### config.mk
export PLATFORM = sky130hd
export DESIGN_NAME = multicycle_control
export DESIGN_NICKNAME = d
export VERILOG_FILES = /design/src/rtl/multicycle_control.sv
export SDC_FILE = /design/constraint.sdc
export NUM_CORES = 1
export LEC_CHECK = 0
export BUFFER_PORTS_ARGS = -buffer_cell sky130_fd_sc_hd__buf_4
export CAP_MARGIN = 20
export CORE_AREA = 2 2 39 41
export DETAILED_ROUTE_END_ITERATION = 8
export DIE_AREA = 0 0 41 43
export PLACE_DENSITY = 0.72
export SLEW_MARGIN = 0
export SYNTH_ARGS = -nofsm -noshare
export SYNTH_HDL_FRONTEND = slang
export SYNTH_SLANG_ARGS = --single-unit
### constraint.sdc
create_clock -name clk -period 3.18 [get_ports clk]
set_input_delay 0.477 -clock clk [delete_from_list [all_inputs] [get_ports clk]]
set_output_delay 0.477 -clock clk [all_outputs]
set_load 0.005 [all_outputs]
### src/rtl/multicycle_control.sv
// Purpose: Moore control FSM for a multicycle MIPS-style datapath (lw, sw, R-type, beq, j).
// Latency: control outputs decode combinationally from the current state; the state advances on each rising clk.
// Backpressure: FETCH, MEM_RD and MEM_WR hold their state while mem_ready is low.
module multicycle_control (
    input  logic       clk,
    input  logic       reset,
    input  logic [5:0] opcode,
    input  logic       mem_ready,
    output logic       pc_write,
    output logic       pc_write_cond,
    output logic       i_or_d,
    output logic       mem_read,
    output logic       mem_write,
    output logic       ir_write,
    output logic       mem_to_reg,
    output logic       reg_dst,
    output logic       reg_write,
    output logic       alu_src_a,
    output logic [1:0] alu_op,
    output logic [1:0] alu_src_b,
    output logic [1:0] pc_source,
    output logic [3:0] state,
    output logic       illegal_op
);

    typedef enum logic [3:0] {
        S_FETCH    = 4'd0,
        S_DECODE   = 4'd1,
        S_MEM_ADDR = 4'd2,
        S_MEM_RD   = 4'd3,
        S_LOAD_WB  = 4'd4,
        S_MEM_WR   = 4'd5,
        S_EXEC     = 4'd6,
        S_R_WB     = 4'd7,
        S_BRANCH   = 4'd8,
        S_JUMP     = 4'd9
    } state_t;

    localparam logic [5:0] OP_RTYPE = 6'b000000;
    localparam logic [5:0] OP_J     = 6'b000010;
    localparam logic [5:0] OP_BEQ   = 6'b000100;
    localparam logic [5:0] OP_LW    = 6'b100011;
    localparam logic [5:0] OP_SW    = 6'b101011;

    state_t cur_state;
    state_t nxt_state;

    assign state = cur_state;

    // Next-state selection; opcode only matters in DECODE and MEM_ADDR.
    always_comb begin
        nxt_state = S_FETCH;
        case (cur_state)
            S_FETCH:    nxt_state = mem_ready ? S_DECODE : S_FETCH;
            S_DECODE: begin
                case (opcode)
                    OP_LW, OP_SW: nxt_state = S_MEM_ADDR;
                    OP_RTYPE:     nxt_state = S_EXEC;
                    OP_BEQ:       nxt_state = S_BRANCH;
                    OP_J:         nxt_state = S_JUMP;
                    default:      nxt_state = S_FETCH;
                endcase
            end
            S_MEM_ADDR: begin
                // An opcode that stopped being a memory op abandons the instruction.
                if (opcode == OP_LW)
                    nxt_state = S_MEM_RD;
                else if (opcode == OP_SW)
                    nxt_state = S_MEM_WR;
                else
                    nxt_state = S_FETCH;
            end
            S_MEM_RD:   nxt_state = mem_ready ? S_LOAD_WB : S_MEM_RD;
            S_LOAD_WB:  nxt_state = S_FETCH;
            S_MEM_WR:   nxt_state = mem_ready ? S_FETCH : S_MEM_WR;
            S_EXEC:     nxt_state = S_R_WB;
            S_R_WB:     nxt_state = S_FETCH;
            S_BRANCH:   nxt_state = S_FETCH;
            S_JUMP:     nxt_state = S_FETCH;
            default:    nxt_state = S_FETCH;
        endcase
    end

    // State register; reset wins over every transition, including memory waits.
    always_ff @(posedge clk) begin
        if (reset)
            cur_state <= S_FETCH;
        else
            cur_state <= nxt_state;
    end

    // Moore output decode; the only mem_ready dependence is the FETCH IR/PC strobe.
    always_comb begin
        pc_write      = 1'b0;
        pc_write_cond = 1'b0;
        i_or_d        = 1'b0;
        mem_read      = 1'b0;
        mem_write     = 1'b0;
        ir_write      = 1'b0;
        mem_to_reg    = 1'b0;
        reg_dst       = 1'b0;
        reg_write     = 1'b0;
        alu_src_a     = 1'b0;
        alu_op        = 2'b00;
        alu_src_b     = 2'b00;
        pc_source     = 2'b00;
        illegal_op    = 1'b0;
        if (reset) begin
            // Held reset looks like a FETCH that never completes.
            mem_read  = 1'b1;
            alu_src_b = 2'b01;
        end else begin
            case (cur_state)
                S_FETCH: begin
                    mem_read  = 1'b1;
                    alu_src_b = 2'b01;
                    ir_write  = mem_ready;
                    pc_write  = mem_ready;
                end
                S_DECODE: begin
                    alu_src_b = 2'b11;
                    case (opcode)
                        OP_LW, OP_SW, OP_RTYPE, OP_BEQ, OP_J: illegal_op = 1'b0;
                        default:                              illegal_op = 1'b1;
                    endcase
                end
                S_MEM_ADDR: begin
                    alu_src_a = 1'b1;
                    alu_src_b = 2'b10;
                end
                S_MEM_RD: begin
                    mem_read = 1'b1;
                    i_or_d   = 1'b1;
                end
                S_LOAD_WB: begin
                    reg_write  = 1'b1;
                    mem_to_reg = 1'b1;
                end
                S_MEM_WR: begin
                    mem_write = 1'b1;
                    i_or_d    = 1'b1;
                end
                S_EXEC: begin
                    alu_src_a = 1'b1;
                    alu_op    = 2'b10;
                end
                S_R_WB: begin
                    reg_write = 1'b1;
                    reg_dst   = 1'b1;
                end
                S_BRANCH: begin
                    alu_src_a     = 1'b1;
                    alu_op        = 2'b01;
                    pc_write_cond = 1'b1;
                    pc_source     = 2'b01;
                end
                S_JUMP: begin
                    pc_write  = 1'b1;
                    pc_source = 2'b10;
                end
                default: begin
                    pc_write = 1'b0;
                end
            endcase
        end
    end

endmodule

==> metrics.csv <==
stage,metric,value,unit
min_path,hp-class,primary input to flop,
pwr,peakVddDrop,127,µV
cts,cts.sinks,4,
worst_setup_path,crit_arrival,1850,ps
sta,finClkSkew,1.17,ps
finish,nFillCells,154,
cts,cts_setup_buffers,0,
worst_setup_path,crit_path_end_kind,output port,
pwr,p_leak,0.307,nW
worst_setup_path,crit_buf_inv,1,
finish,syn_to_final_growth,48.6,%
finish,largest_register_ff_count,4,
logic_synthesis,mappedNetlistArea,479,µm²
logic_synthesis,syn_avg_cell_area,6.56,µm²
logic_synthesis,synth_edf_count,0,
sta,max_freq,0.430,GHz
cts,path_clk_slew,40,ps
global_route,grt_pass1_vias,491,
sta,worstMarginPinSlew,504,ps
cts,post_cts_resized,0,
sta,fin_tns_setup,0,ps
die,num_rows,14,
finish,mostFrequentLayoutCell,buf_4,
sta,period_minus_slack,2330,ps
placed_design,place.gp.congestion,0.876,
finish,nets,110,
drt,wirelength,1.33,mm
die,ioPinCount,30,
worst_setup_path,cp_max_fo,15,
cts,htree_levels,1,
drt,drcViolationCount,0,
worst_setup_path,critPathMaxStageDelay,590,ps
worst_setup_path,setup.worst_path.start_class,flop,
die,die_y,43,µm
sta,slew_viol_final,0,
logic_synthesis,synthArstFlopShare,0,%
logic_synthesis,synth_warnings,0,
worst_setup_path,crit_family,simple AND/OR/NAND/NOR gates,
drt,vias_per_cell,5.45,
placed_design,place.detailed.hpwl,1.03,mm
worst_setup_path,reg2reg_slack,1430,ps
sta,whs,564,ps
cts,clk_latency,230,ps
finish,multi_input_area,368,µm²
finish,drive_above_1_share,37.4,%
logic_synthesis,postSynthNetCount,82,
worst_setup_path,crit_chain,nand2b_1 -> or4_1 -> nor3_1 -> buf_4,
sta,rsz0062_at_grt,false,
global_route,track_usage,16.6,%
die,core_area,1380,µm²
die,die_x,41,µm
cts,cts_tree,done,
drt,drtPass1Iterations,5,
drt,drt_iter0_markers,11,
finish,register_area,80.1,µm²
worst_setup_path,slowest_stage,dfxtp_1,
logic_synthesis,synth_cells,73,
worst_setup_path,worst_ep_required_time,2700,ps
placed_design,place.port_buffers,29,
drt,vias,627,
drt,wire_per_inst,11.6,µm
cts,cts_made_buffers,3,
finish,antenna_cells,0,
sta,hold_viol,0,
global_route,antenna_found_initial,0,
logic_synthesis,ys_seq_area_share,16.7,%
global_route,grt_max_degree,17,
cts,root_buffer,clkbuf_4,
flow_run,drv_cap,0,
sta,setup_viol,0,
die,die_area,1760,µm²
logic_synthesis,ys_ff_latch,4,
logic_synthesis,ys.flop_type,dfxtp_1,
die,start_util,34.6,%
cts,cts_buffer_depth,2,
status,status,"finished, final reports clean",
sta,finalCritPeriodShare,73.2,%
pwr,cellPowerDensity,225,nW/µm²
global_route,grt_overflow_total,0,
global_route,grt_pass1_wl,2.08,mm
sta,max_slew_margin,66.4,%
cts,ctsHoldBuffers,0,
finish,most-common-layout-cells,"buf_4 (29), nor2_1 (13), nand2_1 (8)",
worst_setup_path,critPathKind,flop to output port,
logic_synthesis,ys_types,28,
drt,detail-route-antenna-nets,0,
==> report_power, final <==
part           internal, mW  total [mW]  leakage [nW]  switching (mW)
Sequential           0.0517      0.0564        0.0325         0.00463
Clock                0.0421      0.0618        0.0138          0.0197
Combinational        0.0225      0.0418         0.261          0.0192
==> kinds of logic after synthesis <==
family                    synth area share, %
and+or+nand+nor                          51.7
DFF                                      16.7
AOI/OAI and AO/OA                        17.2
xor gates and xnor gates                 5.48
muxes                                    2.35
buffers and inverters                    6.53
==> worst register-to-register path: stages (launching register included) <==
cell     delay [ps]
dfxtp_1         450
or4b_1          620
o32a_1          320
a22oi_1         180
o21ba_1         130
==> stage by stage <==
step / util, % / power, mW / std cells / instance area, µm² / setup slack [ps]
6_report: 51.4 / 0.160 / 115 / 712 / 854
5_1_grt: 51.4 / 0.168 / 115 / 712 / 766
4_1_cts: 51.4 / 0.161 / 115 / 712 / 894
3_5_place_dp: 49.8 / 0.0990 / 112 / 689 / 1150
3_3_place_gp: 49.8 / 0.0978 / 112 / 689 / 1220
2_1_floorplan: - / 0.0768 / 73 / 479 / 1400
==> layer usage <==
metal,GRT usage (%),vias to the layer above,share of wire (%)
met5,0,-,0
met1,22.8,283,44
met3,4.71,0,7.1
met4,4.00,0,0
li1,-,318,-
met2,25.0,26,49
==> synth_stat cells (2+ instances only) <==
library cell | instances | area, µm²
nand2b_1 | 3 | 18.8
or4b_1 | 2 | 20.0
a31oi_1 | 3 | 18.8
dfxtp_1 | 4 | 80.1
clkbuf_1 | 4 | 15.0
nor3_1 | 7 | 35.0
nor2_1 | 13 | 48.8
o21ai_0 | 2 | 10.0
a21oi_1 | 2 | 10.0
xnor2_1 | 3 | 26.3
nand2_1 | 8 | 30.0
or2_2 | 2 | 12.5
and3_1 | 3 | 18.8
nor4_1 | 3 | 18.8
==> worst paths after layout <==
| kind | from | end | cells after the start |
|---|---|---|---|
| min reg2reg | state[1] | state[1] | 2 |
| max | state[0] | illegal_op | 4 |
| min | opcode[0] | state[3] | 3 |
| max reg2reg | state[2] | state[0] | 4 |
==> final cells by class <==
class | count | share of cell area (%)
multi-input combinational | 62 | 51.7
timing repair buffer | 29 | 30.6
sequential | 4 | 11.2
clock buffer | 3 | 3.16
tap | 16 | 2.81
inverter | 1 | 0.527
(Power assumes the default switching activity.)
